`config.mk`:
```
export PLATFORM = sky130hd
export DESIGN_NAME = gf180mcu_fd_sc_mcu9t5v0__icgen_seq_flat
export DESIGN_NICKNAME = d
export VERILOG_FILES = /design/src/rtl/gf180mcu_fd_sc_mcu9t5v0__icgen_pkg.sv /design/src/rtl/gf180mcu_fd_sc_mcu9t5v0__icgen_seq_if.sv /design/src/rtl/gf180mcu_fd_sc_mcu9t5v0__icgen_satcnt.sv /design/src/rtl/gf180mcu_fd_sc_mcu9t5v0__icgen_seq.sv /design/src/flat_wrapper.sv
export SDC_FILE = /design/constraint.sdc
export NUM_CORES = 1
export LEC_CHECK = 0
export ABC_CLOCK_PERIOD_IN_PS = 6000
export CAP_MARGIN = 20
export CORE_ASPECT_RATIO = 1.25
export CORE_MARGIN = 3
export CORE_UTILIZATION = 30
export CTS_CLUSTER_DIAMETER = 120
export DETAILED_ROUTE_END_ITERATION = 12
export PLACE_DENSITY = 0.56
export SLEW_MARGIN = 20
export SYNTH_ARGS = -nofsm -noshare
export SYNTH_HDL_FRONTEND = slang
export SYNTH_SLANG_ARGS = --single-unit
```
`constraint.sdc`:
```
create_clock -name CLK -period 6 [get_ports CLK]
set_clock_uncertainty 0.1 [all_clocks]
set_input_delay 1.8 -clock CLK [delete_from_list [all_inputs] [get_ports CLK]]
set_output_delay 1.8 -clock CLK [all_outputs]
set_load 0.01 [all_outputs]
```
`src/rtl/gf180mcu_fd_sc_mcu9t5v0__icgen_pkg.sv`:
```
// Shared definitions for the icgtn enable sequencer.
// Contents:
//   icgen_state_e  sequencer states RUN / DRAIN / OFF / WAKE
//   IDLE_W_DEF     default idle counter width
//   WAKE_DLY_MAX   largest supported gated-clock settle delay
//   SETTLE_W       width of the settle counter, sized for WAKE_DLY_MAX
//   STATS_W        width of the optional gate-event counter
package gf180mcu_fd_sc_mcu9t5v0__icgen_pkg;

  typedef enum logic [1:0] {
    RUN   = 2'd0,
    DRAIN = 2'd1,
    OFF   = 2'd2,
    WAKE  = 2'd3
  } icgen_state_e;

  localparam int IDLE_W_DEF   = 4;
  localparam int WAKE_DLY_MAX = 7;
  localparam int SETTLE_W     = 3;
  localparam int STATS_W      = 8;

endpackage

```
`src/rtl/gf180mcu_fd_sc_mcu9t5v0__icgen_seq_if.sv`:
```
// Control/status bundle between block-level logic and the enable sequencer.
// Signals:
//   BUSY         downstream logic active this cycle
//   WAKE_REQ     level request to ungate, held until WAKE_ACK
//   SCAN_EN      scan/test mode
//   IDLE_THRESH  idle cycles required before gating, 0 = never gate
//   E            functional enable to the icgtn
//   TE           test enable to the icgtn
//   WAKE_ACK     gated clock running and stable
//   GATED        clock currently gated off
// Modports: master = block side driving requests, slave = the sequencer.
interface gf180mcu_fd_sc_mcu9t5v0__icgen_seq_if
  import gf180mcu_fd_sc_mcu9t5v0__icgen_pkg::*;
#(
  parameter int IDLE_W = IDLE_W_DEF
);

  logic              BUSY;
  logic              WAKE_REQ;
  logic              SCAN_EN;
  logic [IDLE_W-1:0] IDLE_THRESH;
  logic              E;
  logic              TE;
  logic              WAKE_ACK;
  logic              GATED;

  modport master (
    output BUSY, WAKE_REQ, SCAN_EN, IDLE_THRESH,
    input  E, TE, WAKE_ACK, GATED
  );

  modport slave (
    input  BUSY, WAKE_REQ, SCAN_EN, IDLE_THRESH,
    output E, TE, WAKE_ACK, GATED
  );

endinterface

```
`src/rtl/gf180mcu_fd_sc_mcu9t5v0__icgen_satcnt.sv`:
```
// Generic saturating up-counter with synchronous clear.
// Ports:
//   CLK  clock, updates on posedge
//   clr  synchronous clear, wins over inc
//   inc  count up by one; holds once all ones is reached
//   cnt  current count
module gf180mcu_fd_sc_mcu9t5v0__icgen_satcnt
  import gf180mcu_fd_sc_mcu9t5v0__icgen_pkg::*;
#(
  parameter int W = IDLE_W_DEF
) (
  input  logic         CLK,
  input  logic         clr,
  input  logic         inc,
  output logic [W-1:0] cnt
);

  // Clear first, then count up unless already pinned at the top value.
  always_ff @(posedge CLK) begin
    if (clr) begin
      cnt <= '0;
    end else if (inc && (cnt != {W{1'b1}})) begin
      cnt <= cnt + W'(1);
    end
  end

endmodule

```
`src/rtl/gf180mcu_fd_sc_mcu9t5v0__icgen_seq.sv`:
```
// Enable sequencer for a negative-edge integrated clock gate (icgtn).
// Runs in the always-on domain on the ungated clock. Drops E after
// IDLE_THRESH quiet cycles, brings it back on BUSY or WAKE_REQ and raises
// WAKE_ACK once the gated clock has had WAKE_DLY cycles to settle.
// Ports:
//   CLK       ungated source clock, all state changes on posedge
//   RST       synchronous active-high reset, overrides every input
//   bus       slave side of the sequencer control/status bundle
//   GATE_CNT  saturating count of gating events (stats build only)
// Parameters:
//   IDLE_W    width of the idle counter and IDLE_THRESH
//   WAKE_DLY  settle cycles from E rise to WAKE_ACK, 1..7
// Build option:
//   GF180MCU_ICGEN_SEQ_STATS_EN adds the GATE_CNT output and its counter.
module gf180mcu_fd_sc_mcu9t5v0__icgen_seq
  import gf180mcu_fd_sc_mcu9t5v0__icgen_pkg::*;
#(
  parameter int IDLE_W   = IDLE_W_DEF,
  parameter int WAKE_DLY = 2
) (
  input  logic                CLK,
  input  logic                RST,
`ifdef GF180MCU_ICGEN_SEQ_STATS_EN
  output logic [STATS_W-1:0]  GATE_CNT,
`endif
  gf180mcu_fd_sc_mcu9t5v0__icgen_seq_if.slave bus
);

  icgen_state_e        state;
  logic                e_q;
  logic                te_q;
  logic                ack_q;
  logic                gated_q;
  logic [IDLE_W-1:0]   thresh;
  logic [IDLE_W-1:0]   idle_cnt;
  logic [SETTLE_W-1:0] settle_cnt;
  logic                active;
  logic                drain_hit;
  logic                wake_done;
  logic                idle_clr;
  logic                idle_inc;
  logic                settle_clr;
  logic                settle_inc;

  assign thresh = bus.IDLE_THRESH;
  assign active = bus.BUSY | bus.WAKE_REQ;

  // Using >= rather than == lets a threshold lowered below the current
  // count start draining on the very next idle cycle. Activity in the
  // same cycle blocks the hit, so BUSY wins a tie with the threshold.
  always_comb begin
    drain_hit = 1'b0;
    wake_done = 1'b0;
    if ((state == RUN) && !active && (thresh != '0)) begin
      drain_hit = (idle_cnt >= (thresh - IDLE_W'(1)));
    end
    if (state == WAKE) begin
      wake_done = (settle_cnt >= SETTLE_W'(WAKE_DLY - 1));
    end
  end

  // The idle count only lives in RUN; leaving RUN, activity, scan or reset
  // all restart it from zero. The settle count only lives in WAKE.
  always_comb begin
    idle_clr   = RST | bus.SCAN_EN | (state != RUN) | active;
    idle_inc   = ~drain_hit;
    settle_clr = RST | bus.SCAN_EN | (state != WAKE);
    settle_inc = ~wake_done;
  end

  gf180mcu_fd_sc_mcu9t5v0__icgen_satcnt #(.W(IDLE_W)) u_idle_cnt (
    .CLK (CLK),
    .clr (idle_clr),
    .inc (idle_inc),
    .cnt (idle_cnt)
  );

  gf180mcu_fd_sc_mcu9t5v0__icgen_satcnt #(.W(SETTLE_W)) u_settle_cnt (
    .CLK (CLK),
    .clr (settle_clr),
    .inc (settle_inc),
    .cnt (settle_cnt)
  );

`ifdef GF180MCU_ICGEN_SEQ_STATS_EN
  logic gate_evt;

  // A gating event is the DRAIN->OFF step, i.e. DRAIN with no activity.
  assign gate_evt = (state == DRAIN) & ~active & ~bus.SCAN_EN & ~RST;

  gf180mcu_fd_sc_mcu9t5v0__icgen_satcnt #(.W(STATS_W)) u_gate_cnt (
    .CLK (CLK),
    .clr (RST),
    .inc (gate_evt),
    .cnt (GATE_CNT)
  );
`endif

  // State and all pin values are registered together so E only moves on
  // the rising edge and is stable well before the icgtn samples it.
  // Reset beats scan, scan beats the normal sequence.
  always_ff @(posedge CLK) begin
    if (RST) begin
      state   <= RUN;
      e_q     <= 1'b1;
      te_q    <= 1'b0;
      ack_q   <= 1'b1;
      gated_q <= 1'b0;
    end else begin
      te_q <= bus.SCAN_EN;
      if (bus.SCAN_EN) begin
        state   <= RUN;
        e_q     <= 1'b1;
        ack_q   <= 1'b1;
        gated_q <= 1'b0;
      end else begin
        case (state)
          RUN: begin
            if (drain_hit) begin
              state <= DRAIN;
              ack_q <= 1'b0;
            end
          end
          DRAIN: begin
            if (active) begin
              state <= RUN;
              ack_q <= 1'b1;
            end else begin
              state   <= OFF;
              e_q     <= 1'b0;
              gated_q <= 1'b1;
            end
          end
          OFF: begin
            if (active) begin
              state   <= WAKE;
              e_q     <= 1'b1;
              gated_q <= 1'b0;
            end
          end
          WAKE: begin
            if (wake_done) begin
              state <= RUN;
              ack_q <= 1'b1;
            end
          end
          default: begin
            state   <= RUN;
            e_q     <= 1'b1;
            ack_q   <= 1'b1;
            gated_q <= 1'b0;
          end
        endcase
      end
    end
  end

  assign bus.E        = e_q;
  assign bus.TE       = te_q;
  assign bus.WAKE_ACK = ack_q;
  assign bus.GATED    = gated_q;

endmodule

```
`src/flat_wrapper.sv`:
```
// flat-port wrapper written by rule: the top's interface ports become plain ports
module gf180mcu_fd_sc_mcu9t5v0__icgen_seq_flat import gf180mcu_fd_sc_mcu9t5v0__icgen_pkg::*;
#(
  parameter int IDLE_W   = IDLE_W_DEF,
  parameter int WAKE_DLY = 2
)
  (CLK, RST, bus_BUSY, bus_WAKE_REQ, bus_SCAN_EN, bus_IDLE_THRESH, bus_E, bus_TE, bus_WAKE_ACK, bus_GATED);
  gf180mcu_fd_sc_mcu9t5v0__icgen_seq_if #(.IDLE_W(IDLE_W)) bus_i ();
  input  logic CLK;
  input  logic RST;
  input wire logic [$bits(bus_i.BUSY)-1:0] bus_BUSY;
  input wire logic [$bits(bus_i.WAKE_REQ)-1:0] bus_WAKE_REQ;
  input wire logic [$bits(bus_i.SCAN_EN)-1:0] bus_SCAN_EN;
  input wire logic [$bits(bus_i.IDLE_THRESH)-1:0] bus_IDLE_THRESH;
  output wire logic [$bits(bus_i.E)-1:0] bus_E;
  output wire logic [$bits(bus_i.TE)-1:0] bus_TE;
  output wire logic [$bits(bus_i.WAKE_ACK)-1:0] bus_WAKE_ACK;
  output wire logic [$bits(bus_i.GATED)-1:0] bus_GATED;
  assign bus_i.BUSY = bus_BUSY;
  assign bus_i.WAKE_REQ = bus_WAKE_REQ;
  assign bus_i.SCAN_EN = bus_SCAN_EN;
  assign bus_i.IDLE_THRESH = bus_IDLE_THRESH;
  assign bus_E = bus_i.E;
  assign bus_TE = bus_i.TE;
  assign bus_WAKE_ACK = bus_i.WAKE_ACK;
  assign bus_GATED = bus_i.GATED;
  gf180mcu_fd_sc_mcu9t5v0__icgen_seq #(.IDLE_W(IDLE_W), .WAKE_DLY(WAKE_DLY)) u_core (.CLK(CLK), .RST(RST), .bus(bus_i));
endmodule
```
Word level (Yosys, flattened, before mapping)
Index checks and enable logic that the tools add are counted.
{"block": "word_totals", "ff_bits": 13, "in_bits": 9, "output_inout_bits": 4, "word_cells": 60}
{"block": "classes", "add_sub_neg": 3, "magnitude_cmp": 2, "n_eq_ne": 11, "mux": 16, "n_bitwise": 7, "reduce_logical": 14}
{"operator": "two-way mux 1 bit", "n": 8}
{"operator": "two-way mux 2 bit", "n": 4}
{"operator": "!= test 2 x 1 -> 1 bit, second input constant", "n": 4}
{"operator": "one-hot mux 2 bit (4 select lines)", "n": 1}
{"operator": "AND reduction 3 bit", "n": 2}
{"operator": "OR 1 bit", "n": 5}
{"operator": "adder 4 x 1 -> 4 bit, second input constant", "n": 1}
{"operator": "equality test 2 bit, second input constant", "n": 2}
{"operator": "greater-or-equal comparator 4 bit", "n": 1}
{"operator": "logical AND 1 bit", "n": 4}
{"operator": "!= test 2 bit, second input constant", "n": 2}
{"operator": "!= test 4 bit, second input constant", "n": 1}
{"operator": "one-hot mux 1 bit (2 select lines)", "n": 2}
{"operator": "AND reduction 4 bit", "n": 1}
{"operator": "nonzero test 2 bit", "n": 2}
{"operator": "nonzero test 4 bit", "n": 1}
{"operator": "subtractor 4 x 1 -> 4 bit, second input constant", "n": 1}
{"operator": "adder 3 x 1 -> 3 bit, second input constant", "n": 1}
{"operator": "greater-or-equal comparator 3 x 1 -> 1 bit, second input constant", "n": 1}
{"operator": "!= test 3 bit, second input constant", "n": 1}
{"operator": "one-hot mux 1 bit (3 select lines)", "n": 1}
{"operator": "nonzero test 3 bit", "n": 1}
{"operator": "equality test 2 x 1 -> 1 bit, second input constant", "n": 1}
{"operator": "logical NOT 2 bit", "n": 1}
{"operator": "other kinds (3)", "n": 4}

Longest topological paths before layout
Gate-level depths: netlist (run 1).
{"block": "logic_depth", "ltp_word": 7, "depth_mapped": 9, "mapped_depth_nobuf": 9}

By module
A second synthesis (run 1) with hierarchy kept.
{"block": "unflattened", "hier_cells": 91, "area_unflattened_um2": 818.3}
{"mod": "gf180mcu_fd_sc_mcu9t5v0__icgen_seq", "instances": 1, "cells_each": 56, "area_per_inst_um2": 440.4, "seq_area_each_um2": 120.1}
{"mod": "gf180mcu_fd_sc_mcu9t5v0__icgen_satcnt at u_core.u_idle_cnt", "instances": 1, "cells_each": 20, "area_per_inst_um2": 209.0, "seq_area_each_um2": 80.1}
{"mod": "gf180mcu_fd_sc_mcu9t5v0__icgen_satcnt at u_core.u_settle_cnt", "instances": 1, "cells_each": 15, "area_per_inst_um2": 168.9, "seq_area_each_um2": 60.1}

Worst setup path before layout (run 1)
Ideal clock, no wire load.
{"block": "synth_timing", "kind": "input-to-reg", "start": "in bus_IDLE_THRESH[0]", "end": "reg u_core.ack_q (netlist: u_core.bus.WAKE_ACK)", "setup_time_ns": 0.120, "arrival_time_ns": 3.453, "t_required_ns": 5.780, "slack_ns": 2.327, "cell_stages": 9, "n_path_buf": 0, "cell_sequence": "inv_1 ha_1 xnor2_1 ha_1 o211ai_1 o21ai_2 a21boi_2 or4_1 a211o_1"}
{"block": "synth_via", "elab_chain_len": 5, "word_cells_on_any_way": 7, "cone_classes": "1 x add/sub; 1 x order compare; 1 x eq/ne; 1 x mux; 3 x reduce/logical"}
{"item": "from (decl)", "line_no": "flat_wrapper.sv:14", "rtl": "input wire logic [$bits(bus_i.IDLE_THRESH)-1:0] bus_IDLE_THRESH;"}
{"item": "subtractor 4 x 1 -> 4 bit / nonzero test 4 bit (equally long branches)", "line_no": "gf180mcu_fd_sc_mcu9t5v0__icgen_seq.sv:55, gf180mcu_fd_sc_mcu9t5v0__icgen_seq.sv:54"}
{"item": "greater-or-equal comparator 4 bit / logical AND 1 bit (equally long branches)", "line_no": "gf180mcu_fd_sc_mcu9t5v0__icgen_seq.sv:55, gf180mcu_fd_sc_mcu9t5v0__icgen_seq.sv:54"}
{"item": "two-way mux 1 bit (*)", "line_no": "gf180mcu_fd_sc_mcu9t5v0__icgen_seq.sv:54", "rtl": "if ((state == RUN) && !active && (thresh != '0)) begin"}
{"item": "!= test 2 x 1 -> 1 bit (no line) (*)"}
{"item": "AND reduction 4 bit (no line) (*)"}
{"item": "to (signal assigned)", "line_no": "gf180mcu_fd_sc_mcu9t5v0__icgen_seq.sv:107", "rtl": "ack_q <= 1'b1;"}
{"item": "to (signal assigned)", "line_no": "gf180mcu_fd_sc_mcu9t5v0__icgen_seq.sv:114", "rtl": "ack_q <= 1'b1;"}
{"item": "to (signal assigned)", "line_no": "gf180mcu_fd_sc_mcu9t5v0__icgen_seq.sv:121", "rtl": "ack_q <= 1'b0;"}
{"item": "to (decl)", "line_no": "gf180mcu_fd_sc_mcu9t5v0__icgen_seq.sv:32", "rtl": "logic ack_q;"}
Mark *: on every way between the ends. The rest lies on a longest branch, timed or not.
A chain may end at the register's enable or synchronous reset.

Worst setup path after layout (run 1)
Ends and elaborated chain as after synthesis.

==> results.tsv, run 1 <==
stage	metric	value	unit
sta	drv_slew	0	
sta	tns	0	ns
synth	synthesis.instances	97	
route	top_layer	met4	
floorplan	initial_core_util	31.76	%
critical_path	crit_type	primary input to flop	
route	drc_errors	0	
global_routing	grt_use_total	11.06	%
floorplan	fp-row-count	21	
route	met3WireLength	80	um
hold_path	hold_class	flop to flop	
route	wl_per_cell	11.16	um
synth	synth_edf_count	0	
layout	diodes	0	
global_routing	grt_pass1_wl	3015	um
placed_design	portBuffers	12	
critical_path	rrSetupSlack	4.02	ns
clock_tree	post_cts_buffers	0	
clock_tree	htree_num_levels	1	
critical_path	crit_arrival	4.07	ns
hold_path	hold_depth	2	
synth	syn_area_per_cell	8.862	um^2
sta	setup_viol	0	
critical_path	startpoint_type	primary input	
route	route.met2.wl	842	um
global_routing	antenna_found_initial	0	
sta	worstMarginPinSlew	0.4765	ns
pwr	powerDensity	154.1	nW/um^2
synth	ys_seq_area_share	30.28	%
sta	period_minus_slack	3.998	ns
floorplan	fp.dieW	53.88	um
layout	fillers	288	
global_routing	grt_overflow_total	0	
layout	regArea	260.3	um^2
placed_design	place_hpwl	1350	um
clock_tree	cts_buffers	3	
critical_path	cp-end-kind	flop	
floorplan	dieArea	3547	um^2
route	via_per_inst	5.000	
synth	synth_ff_type	dfxtp_1	
pwr	p_leak	0.4133	nW
critical_path	required	6.07	ns
critical_path	cp_max_fo	5	
layout	drive_gt1_share	8.850	%
global_routing	grt_start_max_net_pins	9	
layout	multi_input_area	569.3	um^2
route	drt_iter0_drc	16	
route	drt-pass1-iter-count	2	
route	vias	735	
critical_path	rr_endpoint	u_core.bus.WAKE_ACK	
synth	ys_async_sr_fraction	0	%
clock_tree	cts.sinks	13	
floorplan	dieHeight	65.85	um
sta	hold_viol	0	
global_routing	grt_pass1_vias	754	
layout	mostFrequentLayoutCells	14 x ha_1, 13 x dfxtp_1, 12 x clkdlybuf4s50_1	
route	ant_nets	0	
synth	synth.ff_latch_count	13	
pwr	vdd_drop_max	0.1232	mV
clock_tree	clockRootBuffer	clkbuf_4	
layout	final_common_cell	ha_1	
clock_tree	clockBufferDepth	2	
hold_path	min_to	u_core.bus.E	
flow_run	drv_cap	0	
sta	fin_crit_sh	66.63	%
placed_design	placed_cells	143	
clock_tree	cts_tree	done	
critical_path	worstRegToRegCells	7	
clock_tree	cts_resized	0	
floorplan	core	2706	um^2
synth	syn-num-nets	120	
sta	rsz0062_at_grt	no	
route	wirelength	1640	um
run_status	outcome	completed	
clock_tree	cts_hold_buffers	0	
synth	synth-warning-count	0	
hold_path	hold_start	u_core.bus.E	
route	drt-met1-wl	710	um
critical_path	r2r_start	u_core.u_idle_cnt.cnt[0]	
sta	clock.fmax	250.1	MHz
layout	layoutNonFillerInstCount	147	
sta	slew_headroom	67.41	%
layout	layout.nets	137	
placed_design	gp_congestion	0.7105	
synth	ys_types	29	
layout	syn_to_final_growth	21.98	%
synth	synth_area	859.6	um^2
clock_tree	clk_pin_slew	0.08	ns
clock_tree	insertion_delay	0.27	ns
floorplan	ios	13	
worst max-delay path, cell delays in order:
cell	delay, ns
clkdlybuf4s50_1	0.48
inv_1	0.06
ha_1	0.23
xnor2_1	0.13
ha_1	0.27
o211ai_1	0.09
o21ai_2	0.18
a21boi_2	0.11
or4_1	0.41
a211o_1	0.30
routing by layer:
metal  global-route usage (%)  vias to the layer above
li1                         -                      383
met1                    11.82                      338
met2                    20.45                       12
met3                    2.257                        2
met4                    3.834                        0
met5                        0                        -
sequential cells by signal, indices dropped and copies added, names as in the netlist, named ones only:
name and count:
u_core.bus.E 1, u_core.state 1, u_core.bus.WAKE_ACK 1, u_core.u_settle_cnt.cnt 3, u_core.bus.TE 1, u_core.u_idle_cnt.cnt 4, u_core.bus.GATED 1
area by class of cell:
type,instances,share of cell area [%]
flip-flops and latches,13,24.82
clock buffers,4,2.506
inverters,8,2.864
multi-input cells,76,54.30
repair buffers,12,11.46
well taps,34,4.057
how the worst max path moves through the flow:
stage / startpoint / endpoint / slack (ns) / depth (start not counted)
after global placement: bus_IDLE_THRESH[0] / u_core.bus.WAKE_ACK / 1.76 / 10
after detailed placement: bus_IDLE_THRESH[0] / u_core.bus.WAKE_ACK / 1.71 / 10
final: bus_IDLE_THRESH[0] / u_core.bus.WAKE_ACK / 2.00 / 10
after floorplan: bus_IDLE_THRESH[0] / u_core.bus.WAKE_ACK / 2.33 / 9
after global routing: bus_IDLE_THRESH[0] / flop / 1.86 / 10
after CTS: bus_IDLE_THRESH[0] / u_core.bus.WAKE_ACK / 1.99 / 10
per-stage QoR:
stage	total power, mW	utilization [%]	hold WS, ns	setup slack, ns	cell area [um^2]
2_1_floorplan	0.1003	-	0.3651	2.327	859.6
3_3_place_gp	0.1101	37.77	0.3772	1.756	1022
3_5_place_dp	0.1103	37.77	0.3889	1.709	1022
4_1_cts	0.1636	38.74	0.4079	1.992	1049
5_1_grt	0.1698	38.74	0.4268	1.860	1049
6_report	0.1615	38.74	0.4003	2.002	1049
Yosys cell counts (3+ instances only):
cell	instances	share of area, %
ha_1	14	20
nand2_1	11	4.8
dfxtp_1	13	30
nand3_1	5	2.9
a21oi_1	7	4.1
xnor2_1	3	3.1
mux2i_1	3	3.5
o21ai_0	3	1.7
inv_1	8	3.5
nor2_1	5	2.2
report_power, final:
| group | internal [mW] | switching, mW |
|---|---|---|
| registers | 0.0870 | 0.000474 |
| logic | 0.0110 | 0.00963 |
| clock network | 0.0258 | 0.0277 |
cells by family after synthesis:
| group | share of synthesized area (%) |
|---|---|
| compound gates | 19.36 |
| xor+xnor | 3.057 |
| fa+ha+maj | 20.38 |
| buf+inv | 3.494 |
| flops | 30.28 |
| mux | 3.494 |
| simple gates | 19.94 |
(Power assumes the default switching activity.)
==> run 2: changes to the inputs <==
--- a/config.mk
+++ b/config.mk
@@ -5,7 +5,7 @@
 export SDC_FILE = /design/constraint.sdc
 export NUM_CORES = 1
 export LEC_CHECK = 0
-export ABC_CLOCK_PERIOD_IN_PS = 6000
+export ABC_CLOCK_PERIOD_IN_PS = 4000
 export CAP_MARGIN = 20
 export CORE_ASPECT_RATIO = 1.25
 export CORE_MARGIN = 3
==> constraint.sdc (replaced) <==
create_clock -name CLK -period 4 [get_ports CLK]
set_clock_uncertainty 0.1 [all_clocks]
set_input_delay 1.2 -clock CLK [delete_from_list [all_inputs] [get_ports CLK]]
set_output_delay 1.2 -clock CLK [all_outputs]
set_load 0.01 [all_outputs]
==> run 2 against run 1 <==
Critical path depth unchanged. Wire length rose by 0.49%. Sequential share of layout area stayed put. Non-clock buffer count unchanged. Core utilization did not move. Final cell count did not move. Die area is the same. First-iteration DRC count fell by 69%. Critical path type unchanged. Largest power group unchanged.
==> results.tsv, run 2 (same netlist as run 1, synthesis figures left out) <==
stage	metric	value	unit
global_routing	antenna_found_initial	0	
critical_path	cp_max_fo	5	
route	vias	734	
layout	layoutNonFillerInstCount	147	
clock_tree	clk_pin_slew	0.08	ns
clock_tree	clockBufferDepth	2	
pwr	powerDensity	233.1	nW/um^2
clock_tree	post_cts_buffers	0	
route	top_layer	met4	
layout	fillers	291	
sta	postLayoutSetupSlackWorst	0.6138	ns
critical_path	crit_arrival	3.46	ns
layout	largest-register	u_core.u_idle_cnt.cnt	
placed_design	place_ws	0.3165	ns
pwr	p_leak	0.4133	nW
layout	diodes	0	
sta	fin_crit_sh	84.66	%
clock_tree	cts_resized	0	
hold_path	hold_start	u_core.bus.E	
sta	tns	0	ns
hold_path	hold_class	flop to flop	
route	drc_errors	0	
critical_path	startpoint_type	primary input	
critical_path	required	4.08	ns
global_routing	grt_pass1_vias	754	
placed_design	placed_cells	143	
placed_design	portBuffers	12	
global_routing	grt_use_total	11.09	%
sta	slew_headroom	67.45	%
route	drt_iter0_drc	5	
layout	mostFrequentLayoutCells	14 x ha_1, 13 x dfxtp_1, 12 x clkdlybuf4s50_1	
route	ant_nets	0	
global_routing	grt_overflow_total	0	
floorplan	fp-row-count	21	
layout	top_regs	u_core.u_idle_cnt.cnt (4), u_core.u_settle_cnt.cnt (3)	
floorplan	core	2706	um^2
clock_tree	cts_tree	done	
floorplan	fp.dieW	53.88	um
route	via_per_inst	4.993	
route	wirelength	1648	um
sta	hold_viol	0	
clock_tree	cts_hold_buffers	0	
flow_run	drv_cap	0	
route	route.met2.wl	800	um
route	wl_per_cell	11.21	um
route	drt-pass1-iter-count	4	
clock_tree	cts.sinks	13	
floorplan	dieArea	3547	um^2
global_routing	grt_pass1_wl	3036	um
floorplan	initial_core_util	31.76	%
layout	largest_reg_flops	4	
sta	setup_viol	0	
floorplan	dieHeight	65.85	um
placed_design	place_hpwl	1330	um
floorplan	ios	13	
sta	period_minus_slack	3.386	ns
route	met3WireLength	86	um
pwr	vdd_drop_max	0.1866	mV
clock_tree	htree_num_levels	1	
layout	layout.nets	137	
critical_path	cp-end-kind	flop	
clock_tree	cts_buffers	3	
layout	syn_to_final_growth	21.98	%
sta	clock.fmax	295.3	MHz
critical_path	r2r_start	u_core.u_idle_cnt.cnt[0]	
global_routing	grt_start_max_net_pins	9	
placed_design	gp_congestion	0.7106	
sta	rsz0062_at_grt	no	
clock_tree	insertion_delay	0.28	ns
sta	drv_slew	0	
critical_path	crit_path_start	bus_IDLE_THRESH[0]	
pwr	power	0.2444	mW
clock_tree	clockRootBuffer	clkbuf_4	
critical_path	crit_type	primary input to flop	
run_status	outcome	completed	
route	drt-met1-wl	744	um
sta	worstMarginPinSlew	0.4760	ns
layout	final_common_cell	ha_1	
layout	drive_gt1_share	8.850	%
[run 2: stage by stage]
stage | hold WS (ns) | utilization (%) | area [um^2]
after CTS | 0.4017 | 38.74 | 1049
after global placement | 0.3771 | 37.77 | 1022
after detailed placement | 0.3856 | 37.77 | 1022
final | 0.3972 | 38.74 | 1049
after global routing | 0.4313 | 38.74 | 1049
after floorplan | 0.3651 | - | 859.6
[run 2: report_power, final]
group | internal [mW] | leakage (nW) | switching [mW]
sequential | 0.131 | 0.105 | 0.000724
clock | 0.0387 | 0.0150 | 0.0437
combinational | 0.0165 | 0.293 | 0.0143
[run 2: final timing paths]
check                              to  slack (ns)  depth (start not counted)
setup reg to reg  u_core.bus.WAKE_ACK        2.01                          7
hold reg to reg          u_core.bus.E        0.40                          2
hold / removal           u_core.bus.E        0.40                          2
setup / recovery  u_core.bus.WAKE_ACK        0.61                         10
[run 2: critical path: stages]
cell and delay (ns):
clkdlybuf4s50_1 0.48, inv_1 0.06, ha_1 0.22, xnor2_1 0.13, ha_1 0.27, o211ai_1 0.09, o21ai_2 0.18, a21boi_2 0.11
or4_1 0.42, a211o_1 0.30
[run 2: cell type report]
| type | instances | area (um^2) | area share, % |
|---|---|---|---|
| inverter | 8 | 30.03 | 2.864 |
| tap | 34 | 42.54 | 4.057 |
| multi-input combinational | 76 | 569.3 | 54.30 |
| clock buffer | 4 | 26.28 | 2.506 |
| timing repair buffer | 12 | 120.1 | 11.46 |
| sequential | 13 | 260.3 | 24.82 |
[run 2: routing by layer]
layer	global-route usage, %	vias to the layer above
met5	0	-
met4	2.875	0
met3	2.257	3
met2	20.30	15
met1	12.48	336
li1	-	380
==> run 3: changes to the inputs <==
--- a/config.mk
+++ b/config.mk
@@ -5,14 +5,14 @@
 export SDC_FILE = /design/constraint.sdc
 export NUM_CORES = 1
 export LEC_CHECK = 0
-export ABC_CLOCK_PERIOD_IN_PS = 4000
+export ABC_CLOCK_PERIOD_IN_PS = 3000
 export CAP_MARGIN = 20
 export CORE_ASPECT_RATIO = 1.25
 export CORE_MARGIN = 3
 export CORE_UTILIZATION = 30
 export CTS_CLUSTER_DIAMETER = 120
 export DETAILED_ROUTE_END_ITERATION = 12
-export PLACE_DENSITY = 0.56
+export PLACE_DENSITY = 0.58
 export SLEW_MARGIN = 20
 export SYNTH_ARGS = -nofsm -noshare
 export SYNTH_HDL_FRONTEND = slang
==> constraint.sdc (replaced) <==
create_clock -name CLK -period 3 [get_ports CLK]
set_clock_uncertainty 0.1 [all_clocks]
set_input_delay 0.9 -clock CLK [delete_from_list [all_inputs] [get_ports CLK]]
set_output_delay 0.9 -clock CLK [all_outputs]
set_load 0.01 [all_outputs]
==> run 3 against run 2 <==
Core utilization rose by 3.1 points. Combinational power rose by 61%. Sequential share of layout area fell by 1.9 points. Register-to-register slack got worse by 1.0 ns. Sequential power rose by 34%. Sequential cell count did not move. Final area rose by 8.1%. Global-route usage rose by 1.3 points. Clock power rose by 31%. Critical path type unchanged. Critical path depth did not move. Clock-buffer cell count did not move. Largest power group unchanged. Worst hold slack got worse by 0.0067 ns. Highest routed layer unchanged.
==> results.tsv, run 3 (same netlist as run 1, synthesis figures left out) <==
stage	metric	value	unit
run_status	outcome	completed	
route	wirelength	1786	um
sta	slew_headroom	75.68	%
route	drc_errors	0	
floorplan	ios	13	
global_routing	grt_overflow_total	0	
sta	setup_viol	0	
route	wl_per_cell	11.45	um
sta	rsz0062_at_grt	no	
critical_path	crit_type	primary input to flop	
layout	largest_reg_flops	4	
placed_design	placed_cells	151	
global_routing	antenna_found_initial	0	
critical_path	required	3.07	ns
floorplan	dieArea	3547	um^2
clock_tree	clockBufferDepth	2	
clock_tree	cts_hold_buffers	0	
layout	layout.nets	146	
layout	drive_gt1_share	18.85	%
global_routing	grt_start_max_net_pins	8	
pwr	p_leak	0.4699	nW
floorplan	initial_core_util	31.76	%
sta	hold_ws	0.3906	ns
clock_tree	insertion_delay	0.27	ns
critical_path	path_cells	dlygate4sd2_1 > inv_1 > ha_2 > xnor2_1 > ha_1 > o211ai_1 > o21ai_2 > a21boi_2 > or4_4 > a211o_1	
critical_path	rrSetupSlack	0.97	ns
floorplan	fp-row-count	21	
global_routing	grt_pass1_vias	827	
pwr	powerDensity	293.1	nW/um^2
critical_path	cp_max_fo	3	
sta	worstMarginPinSlew	0.3556	ns
layout	top_regs	u_core.u_idle_cnt.cnt (4), u_core.u_settle_cnt.cnt (3)	
layout	layoutNonFillerInstCount	156	
sta	period_minus_slack	2.836	ns
clock_tree	cts_tree	done	
clock_tree	htree_num_levels	1	
critical_path	cp_slowest_stage_delay	0.48	ns
clock_tree	clockRootBuffer	clkbuf_4	
clock_tree	clk_pin_slew	0.08	ns
hold_path	hold_class	flop to flop	
floorplan	fp.dieW	53.88	um
sta	clock.fmax	352.6	MHz
sta	fin_crit_sh	94.55	%
sta	hold_viol	0	
pwr	vdd_drop_max	0.2214	mV
placed_design	portBuffers	12	
sta	postLayoutSetupSlackWorst	0.1636	ns
critical_path	cp-end-kind	flop	
placed_design	place_hpwl	1455	um
layout	mostFrequentLayoutCells	13 x ha_1, 13 x dfxtp_1, 11 x nand2_1	
critical_path	crit_arrival	2.90	ns
critical_path	slowest_stage	or4_4	
layout	diodes	0	
layout	largest-register	u_core.u_idle_cnt.cnt	
floorplan	core	2706	um^2
clock_tree	cts_buffers	3	
route	via_per_inst	4.846	
route	drt-pass1-iter-count	4	
floorplan	dieHeight	65.85	um
critical_path	startpoint_type	primary input	
sta	tns	0	ns
clock_tree	cts.sinks	13	
global_routing	grt_pass1_wl	3332	um
placed_design	dpl_cell_area	1082	um^2
placed_design	place_ws	-0.4478	ns
placed_design	gp_congestion	0.8091	
global_routing	grt_use_total	12.43	%
layout	syn_to_final_growth	31.88	%
route	vias	756	
critical_path	timing.critical_path.max_delay_family	compound AO/OA/AOI/OAI gates	
critical_path	cp_num_buf_inv	2	
layout	stdcell_area	1134	um^2
sta	drv_slew	0	
route	ant_nets	0	
route	drt_iter0_drc	6	
flow_run	drv_cap	0	
[run 3: cell count changes in the layout (fill, tap and decap cells not counted)]
cell,change
ha_2,+1
or4_4,+1
dlymetal6s2s_1,+1
nor3_1,-1
a2111oi_2,+1
ha_1,-1
clkdlybuf4s50_1,-3
or4_1,-1
a2111oi_0,-1
nor3_2,+1
dlygate4sd2_1,+2
buf_4,+9
[run 3: worst paths after layout]
path | startpoint | to | depth (start not counted)
max | bus_IDLE_THRESH[0] | u_core.bus.WAKE_ACK | 10
min | u_core.bus.E | u_core.bus.E | 2
min reg2reg | u_core.bus.E | u_core.bus.E | 2
max reg2reg | u_core.state[0] | u_core.bus.WAKE_ACK | 6
[run 3: repair_timing]
action                                  4_1_cts  5_1_grt
endpoints found under the setup margin        2        3
pin swaps                                     3        2
gates resized for setup                       6        2
setup buffers                                 1        0
[run 3: layout make-up]
cell class / instances / area (um^2)
tap: 34 / 42.54
fill: 265 / 1573
clock buffer: 4 / 26.28
timing repair buffer: 21 / 187.7
sequential: 13 / 260.3
inverter: 8 / 30.03
multi-input combinational: 76 / 586.8
[run 3: power breakdown]
part           internal (mW)  leakage, nW  switching (mW)  total (mW)
Clock                 0.0515       0.0150          0.0562       0.108
Combinational         0.0277        0.350          0.0218      0.0496
Sequential             0.174        0.105         0.00100       0.175
[run 3: per-layer routing]
layer / track usage, % / share of wire, % / vias up
met2: 23.03 / 52 / 11
met1: 13.65 / 43 / 340
met3: 1.580 / 3.7 / 2
met4: 4.792 / 0.50 / 0
li1: - / - / 403
met5: 0 / 0 / -
[run 3: tightest hold or removal path: stages, from the launching register on]
cell     delay, ns
dfxtp_1       0.32
nand2_1       0.05
nand3_1       0.07
[run 3: metrics by stage]
stage               total power, mW  util, %
floorplan                    0.2005        -
global route                 0.3503    41.89
detailed placement           0.2279    39.99
finish                       0.3323    41.89
CTS                          0.3405    41.66
global placement             0.2271    39.99
